$ cat config.mk
export PLATFORM = sky130hd
export DESIGN_NAME = wshb_stream_sink
export DESIGN_NICKNAME = d
export VERILOG_FILES = /design/src/rtl/wshb_stream_sink.sv
export SDC_FILE = /design/constraint.sdc
export NUM_CORES = 1
export LEC_CHECK = 0
export BUFFER_PORTS_ARGS = -buffer_cell sky130_fd_sc_hd__buf_2
export CORE_MARGIN = 2
export CORE_UTILIZATION = 64
export CTS_BUF_LIST = sky130_fd_sc_hd__clkbuf_4 sky130_fd_sc_hd__clkbuf_8 sky130_fd_sc_hd__clkbuf_16
export DETAILED_ROUTE_END_ITERATION = 10
export MAX_ROUTING_LAYER = met4
export PLACE_DENSITY = 0.84
export SYNTH_ARGS = -nofsm -noshare
export SYNTH_HDL_FRONTEND = slang
export SYNTH_SLANG_ARGS = --single-unit
$ cat constraint.sdc
create_clock -name sys_clk -period 8.4 [get_ports sys_clk]
set_clock_uncertainty 0.05 [all_clocks]
set_input_delay 0.42 -clock sys_clk [delete_from_list [all_inputs] [get_ports sys_clk]]
set_output_delay 0.42 -clock sys_clk [all_outputs]
set_load 0.1 [all_outputs]
$ cat src/rtl/wshb_stream_sink.sv
`default_nettype none
// +--------------------------------------------------------------------------+
// | Module  : wshb_stream_sink                                               |
// | Purpose : Wishbone responder that terminates video stream bus transfers. |
// |           Full-word DATA writes are pushed into a FIFO that is drained   |
// |           as a valid/ready pixel stream. STATUS exposes FIFO occupancy   |
// |           and a saturating count of error terminations.                  |
// | Ports   : sys_clk, sys_rst   - clock, async active-high reset            |
// |           i_cyc..i_bte       - Wishbone slave request side               |
// |           o_ack/o_err/o_rty  - registered terminations (rty tied 0)      |
// |           o_dat_sm           - registered read data                      |
// |           o_px_*, i_px_ready - downstream pixel stream                   |
// | Revision: 1.0 - initial release                                          |
// +--------------------------------------------------------------------------+
module wshb_stream_sink #(
  parameter int DEPTH = 16  // power of 2, >= 4
) (
  input  logic        sys_clk,
  input  logic        sys_rst,
  input  logic        i_cyc,
  input  logic        i_stb,
  input  logic        i_we,
  input  logic [31:0] i_adr,
  input  logic [31:0] i_dat_ms,
  input  logic [3:0]  i_sel,
  input  logic [2:0]  i_cti,
  input  logic [1:0]  i_bte,
  output logic        o_ack,
  output logic        o_err,
  output logic        o_rty,
  output logic [31:0] o_dat_sm,
  output logic [31:0] o_px_data,
  output logic        o_px_valid,
  input  logic        i_px_ready
);

  localparam int AW = $clog2(DEPTH);
  localparam logic [AW:0]   c_FULL    = (AW+1)'(DEPTH);
  localparam logic [AW:0]   c_CNT_ONE = (AW+1)'(1);
  localparam logic [AW-1:0] c_PTR_ONE = AW'(1);

  logic [31:0]   r_mem [DEPTH];
  logic [AW-1:0] r_wr_ptr;
  logic [AW-1:0] r_rd_ptr;
  logic [AW:0]   r_count;
  logic [7:0]    r_drop_cnt;
  logic          r_ack;
  logic          r_err;
  logic [31:0]   r_dat_sm;

  logic        w_req;
  logic        w_sel_status;
  logic        w_full;
  logic        w_push;
  logic        w_pop;
  logic        w_err_req;
  logic        w_stat_rd;
  logic        w_stat_wr;
  logic        w_ack_req;
  logic [4:0]  w_count5;
  logic [31:0] w_status;
  logic        w_unused;

  // Classic registered cycle: the cycle that carries ack/err never starts
  // a new request, so a held strobe yields one transfer per two cycles.
  assign w_req        = i_cyc & i_stb & ~r_ack & ~r_err;
  assign w_sel_status = i_adr[2];

  // Full is judged on the registered count; a same-cycle pop does not
  // free a slot for the push until the next cycle.
  assign w_full    = (r_count == c_FULL);
  assign w_push    = w_req & ~w_sel_status & i_we & (i_sel == 4'hF) & ~w_full;
  assign w_err_req = w_req & ~w_sel_status & (~i_we | (i_sel != 4'hF));
  assign w_stat_rd = w_req & w_sel_status & ~i_we;
  assign w_stat_wr = w_req & w_sel_status & i_we;
  // A full-word DATA write on a full FIFO falls through both ack and err:
  // that is the wait state, re-evaluated every cycle.
  assign w_ack_req = w_push | w_stat_rd | w_stat_wr;
  assign w_pop     = (r_count != '0) & i_px_ready;

  assign w_count5 = 5'(r_count);
  assign w_status = {16'h0, r_drop_cnt, 3'b000, w_count5};

  always_ff @(posedge sys_clk or posedge sys_rst) begin
    if (sys_rst) begin
      r_wr_ptr   <= '0;
      r_rd_ptr   <= '0;
      r_count    <= '0;
      r_drop_cnt <= '0;
      r_ack      <= 1'b0;
      r_err      <= 1'b0;
      r_dat_sm   <= '0;
    end else begin
      r_ack    <= w_ack_req;
      r_err    <= w_err_req;
      r_dat_sm <= w_stat_rd ? w_status : 32'h0;

      if (w_push) r_wr_ptr <= r_wr_ptr + c_PTR_ONE;
      if (w_pop)  r_rd_ptr <= r_rd_ptr + c_PTR_ONE;

      case ({w_push, w_pop})
        2'b10:   r_count <= r_count + c_CNT_ONE;
        2'b01:   r_count <= r_count - c_CNT_ONE;
        default: r_count <= r_count;
      endcase

      if (w_stat_wr)
        r_drop_cnt <= 8'h00;
      else if (w_err_req && (r_drop_cnt != 8'hFF))
        r_drop_cnt <= r_drop_cnt + 8'd1;
    end
  end

  // Storage is not reset; occupancy alone decides what is valid.
  always_ff @(posedge sys_clk) begin
    if (w_push) r_mem[r_wr_ptr] <= i_dat_ms;
  end

  assign o_ack      = r_ack;
  assign o_err      = r_err;
  assign o_rty      = 1'b0;
  assign o_dat_sm   = r_dat_sm;
  assign o_px_data  = r_mem[r_rd_ptr];
  assign o_px_valid = (r_count != '0);

  // Cycle/burst type and the undecoded address bits are intentionally ignored.
  assign w_unused = ^{i_cti, i_bte, i_adr[31:3], i_adr[1:0]};

endmodule
`default_nettype wire

* Word level (Yosys, flattened, before mapping)
Memories as Yosys holds them, arrays and structs flattened.
Cells that the tools add are included.
** Storage, ports and cells
- Register bits :: 39
- RAM bits :: 512
- Output and inout port bits :: 68
- Logic and storage cells :: 49
- Memories :: 1
** Memory list
- r_mem :: depth 16, bits a word 32, rd ports 1, clocked after Yosys merged registers in 0, write ports 1, line 42 : logic [31:0] r_mem [DEPTH];
** Cells by class
- Add/subtract/negate cells :: 5
- Equality and inequality tests :: 6
- Mux-type cells :: 6
- Bitwise logic cells :: 20
- Reduce and logical (&&, ||, !) cells :: 4
** Operators with widths (number)
- $mux 16 :: 1
- $mux 8 :: 2
- $and 1x1->1 :: 12
- $pmux 5 s2 :: 1
- $add 4x1->4 const B :: 2
- $add 8x1->8 const B :: 1
- $ne 8x8->1 const B :: 1
- $add 5x1->5 const B :: 1
- $eq 5x5->1 const B :: 1
- $not 1->1 :: 5
- $reduce_bool 5->1 :: 1
- $sub 5x1->5 const B :: 1
- $eq 4x4->1 const B :: 1
- $ne 4x4->1 const B :: 1
- $reduce_bool 2->1 :: 2
- $or 1x1->1 :: 3
- $eq 2x1->1 const B :: 1
- $eq 2x2->1 const B :: 1
- $mux 1 :: 2
- $logic_and 1x1->1 :: 1

* Depth between registers and ports, before layout
- Depth in word-level cells :: 9
- Mapped depth :: 13

* Worst setup path before layout
Ideal clock, no wire load.
- Path type :: reg-to-reg
- Start :: register r_err, in the netlist o_err
- End :: memory r_mem[3][0], enable pin
- Setup time :: 0.461 ns
- Arrival time :: 4.022 ns
- Required time :: 7.889 ns
- Path slack :: 3.867 ns
- Cell stages (with the launch flop) :: 6
- Path buffers :: 1
- Period minus slack after synthesis :: 4.533 ns
- Cell sequence :: dfrtp_1 -> and4bb_2 -> and4_1 -> clkbuf_1 -> nand2_1 -> nor3_1
** Between the ends
- Word-level cells in the longest chain between the ends :: 8
** Ends and longest elaborated chain
- start, declared :: line 48 : logic r_err;
- start signal, assigned :: line 95 : r_err <= w_err_req;
- $not 1->1 :: line 66 : assign w_req = i_cyc & i_stb & ~r_ack & ~r_err;
- $and 1x1->1 :: line 66
- $and 1x1->1 (4 in series) :: line 72 : assign w_push = w_req & ~w_sel_status & i_we & (i_sel == 4'hF) & ~w_full;
- $mux 1 :: line 116 : if (w_push) r_mem[r_wr_ptr] <= i_dat_ms;
- $mux 1 (not written as such) :: line 116
- end, declared :: line 42
Every way passes these cells.

* Final worst setup path
- Start :: register r_rd_ptr[1]
- End :: output port o_px_data[13]
** Between the ends
- Word-level cells in the longest chain between the ends :: 1
** Ends and longest elaborated chain
- start, declared :: line 44 : logic [AW-1:0] r_rd_ptr;
- start signal, assigned :: line 99 : if (w_pop) r_rd_ptr <= r_rd_ptr + c_PTR_ONE;
- $mem_v2 16x32
- end, declared :: line 32 : output logic [31:0] o_px_data,
Every way passes these cells.

==> impl_results.md <==
- Status: finished, final reports clean
- Total Routing Usage GR: 0.283
- Starting Density: 0.649
- Sequential fraction of the synthesis area: 0.771
- Largest family of logic cells by synthesized area: multiplexers
- Mux contribution to synthesized area: 0.172
- Grt ovf: 0
- Antenna-violating nets left: 0
- Post-Synth XOR/XNOR Area: 0.00415
- Syn_area_per_cell: 23.3 um2
- Synth warnings: 0
- Hold WC Path Type: input pin to flop
- Setup TNS: 0 ns
- Crit-path most repeated cell: mux4_2
- Fin cells: 1,518
- Clk sinks: 548
- Global-route wire length before repair: 66,000 um
- Synth Register Bits: 548
- Skew-Pair Late Insertion Delay: 0.56 ns
- I/O Pins: 147
- Net Sw Frac: 0.365
- Core Area: 32,500 um2
- Met3 wire length: 3470 um
- Gate power share: 0.338
- Mapped cell area: 21,100 um2
- CP Launch Type: flop
- Number of enable flip-flop cells after synthesis: 512
- Worst Tran Pin Value: 1.21 ns
- CTS Hold Buffers Added: 1
- Pin count of the biggest net entering global routing: 104
- CTS buffer count: 52
- CTS tree: built
- Total number of vias: 9,881
- # placed instances: 1,416
- Crit path largest cell delay: 0.98 ns
- Post-detail-place hpwl: 22,700 um
- Final setup vio count: 0
- Hold Fails Final Rpt: 0
- Input/output buffers: 90
- Crit-path max FO: 72
- Worst slew margin: 0.190
- RSZ-0062 raised after global routing: no
- DRC: 0
- Syn Inst Count: 906
- Fmax: 0.232 GHz
- Vias in the first global route: 10,200
- First DRT Iteration DRCs: 1,053
- Drt total wl: 45,500 um
- Layout net count: 1,120
- Clock-pin slew of the registers on the worst-case setup and hold paths: 0.06 ns
- Met2 WL: 23,900 um
- Clk Tree Root Cell: clkbuf_16
- Crit end category: output port
- Post-synth cell types: 38
- Compound-Gate Fraction of Synth Area: 0.00551
- Arr. time, crit path: 3.84 ns
- Area share of fa/ha/maj cells after synthesis: 0.00687
- Peak VDD IR: 0.361 mV
- Number of gates resized after CTS: 0
- Initial antenna violation count: 5
- Most frequent cells in the layout: 512 x edfxtp_1, 160 x mux4_2, 90 x buf_2
- Max-cap violation count: 0
- PD cells: 346 nW/um2
- Internal power: 0.00522 W
- Die Width: 186 um
- Critical Path RT: 7.93 ns
- Die height: 186 um
- Max-slew violations: 0
- Clock Power Share: 0.270
- Crit Path Class: flop to output port
- Min Tclk post-route: 4.31 ns
- Reg power frac: 0.392
- H-tree levels: 2
- Max Used Layer: met4
- DIE AREA: 34,500 um2
- Final period util: 0.513
- Site Rows: 66
- Buffer count from post-CTS setup fixing: 0
- Placer congestion estimate: 0.802
- CP Cell Sequence: buf_4 > mux4_2 > mux4_2 > buf_2
- Critical-path top delay cell: dfrtp_4
- Commonest non-fill, non-tap cell in the layout: edfxtp_1
- Fraction of layout cells with a size suffix above 1: 0.349
- Vias per cell: 6.51
- Net Sw Power: 0.00300 W
- M1 wire length: 16,700 um
- Wire per inst: 30.0 um
- Clk buf depth: 3
- Post-Synth Simple-Gate Area: 0.0190
- Ys async rst share: 0.0657
- Ys flop type: edfxtp_1
- Leak: 7.82 nW
- Detailed Routing Iterations Pass 1: 6
- Area grow syn2layout: 12.3%
power groups by stage:
stage	sequential [W]	clock, W	combinational (W)
final	0.00322	0.00222	0.00277
after detailed placement	0.00328	0	0.00277
after CTS	0.00323	0.00224	0.00280
after floorplan	0.00311	0	0.00258
after global routing	0.00324	0.00234	0.00290
after global placement	0.00328	0	0.00275
metrics by stage:
step / hold slack, ns / util / area [um2] / worst slack (ns) / power, W
3_5_place_dp: 0.460 / 0.679 / 22100 / 4.71 / 0.00605
4_1_cts: 0.0324 / 0.728 / 23700 / 4.05 / 0.00827
2_1_floorplan: 0.420 / - / 21200 / 3.87 / 0.00569
6_report: 0.0492 / 0.729 / 23700 / 4.09 / 0.00821
5_1_grt: 0.0401 / 0.729 / 23700 / 3.93 / 0.00847
3_3_place_gp: 0.462 / 0.679 / 22100 / 4.66 / 0.00602
final timing paths:
kind | from | end | slack [ns] | cells after the start
setup / recovery | r_rd_ptr[1]$_DFFE_PP0P_ | o_px_data[13] | 4.09 | 4
hold / removal | i_we | o_dat_sm[0]$_DFF_PP0_ | 0.05 | 2
setup reg to reg | o_ack$_DFF_PP0_ | r_mem[3][18]$_DFFE_PP_ | 4.82 | 5
hold reg to reg | r_count[4]$_DFFE_PP0P_ | r_count[4]$_DFFE_PP0P_ | 0.46 | 1
max in group asynchronous | sys_rst | r_rd_ptr[1]$_DFFE_PP0P_ | 7.47 | 4
min in group asynchronous | sys_rst | o_dat_sm[15]$_DFF_PP0_ | 0.47 | 4
synthesized netlist by cell type, drive strengths merged, types with 3 or more instances:
master	instances	area share
clkbuf	17	0.0030
nand4	3	0.00089
dfrtp	36	0.043
xor2	3	0.0012
nand2	16	0.0028
nor3	7	0.0017
ha	10	0.0059
or3	4	0.0012
nand2b	3	0.00089
a21oi	6	0.0014
inv	13	0.0023
mux4	160	0.17
nor2	15	0.0027
edfxtp	512	0.73
nand3	11	0.0026
and2	11	0.0033
o21ai	8	0.0019
xnor2	7	0.0029
buf	46	0.016
cells by family (layout without fill, tap and decap cells):
family                     Yosys count  count (layout)
xor gates and xnor gates            10              10
and+or+nand+nor                     78              78
muxes                              162             162
adders and majority gates           11              11
buffers and inverters               76             222
other                                1              25
AOI/OAI and AO/OA                   20              20
DFF                                548             548
layout make-up:
cell class	count	area, um2
Timing Repair Buffer	114	649
Tap cell	442	553
Fill cell	1792	8820
Multi-Input combinational cell	301	4560
Clock buffer	67	1430
Clock inverter	28	174
Inverter	13	48.8
Antenna cell	5	12.5
Sequential cell	548	16300
critical path: cells and delay by family (launching register included):
| kind | cells | cell delay [ns] |
|---|---|---|
| flip-flops | 1 | 0.98 |
| multiplexers | 2 | 0.99 |
| buffers and inverters | 2 | 1.27 |
per-layer routing:
metal	track usage	up-vias
li1	-	4026
met1	0.365	5225
met2	0.474	532
met3	0.0432	98
met4	0.0945	0
met5	-	-
sequential cells by signal (all words and copies together) (netlist names):
name and cells:
r_mem 512, o_dat_sm 13, r_drop_cnt 8, r_count 5, r_rd_ptr 4, r_wr_ptr 4, o_ack 1, o_err 1
Note: power is estimated with default switching activity, not from simulation.
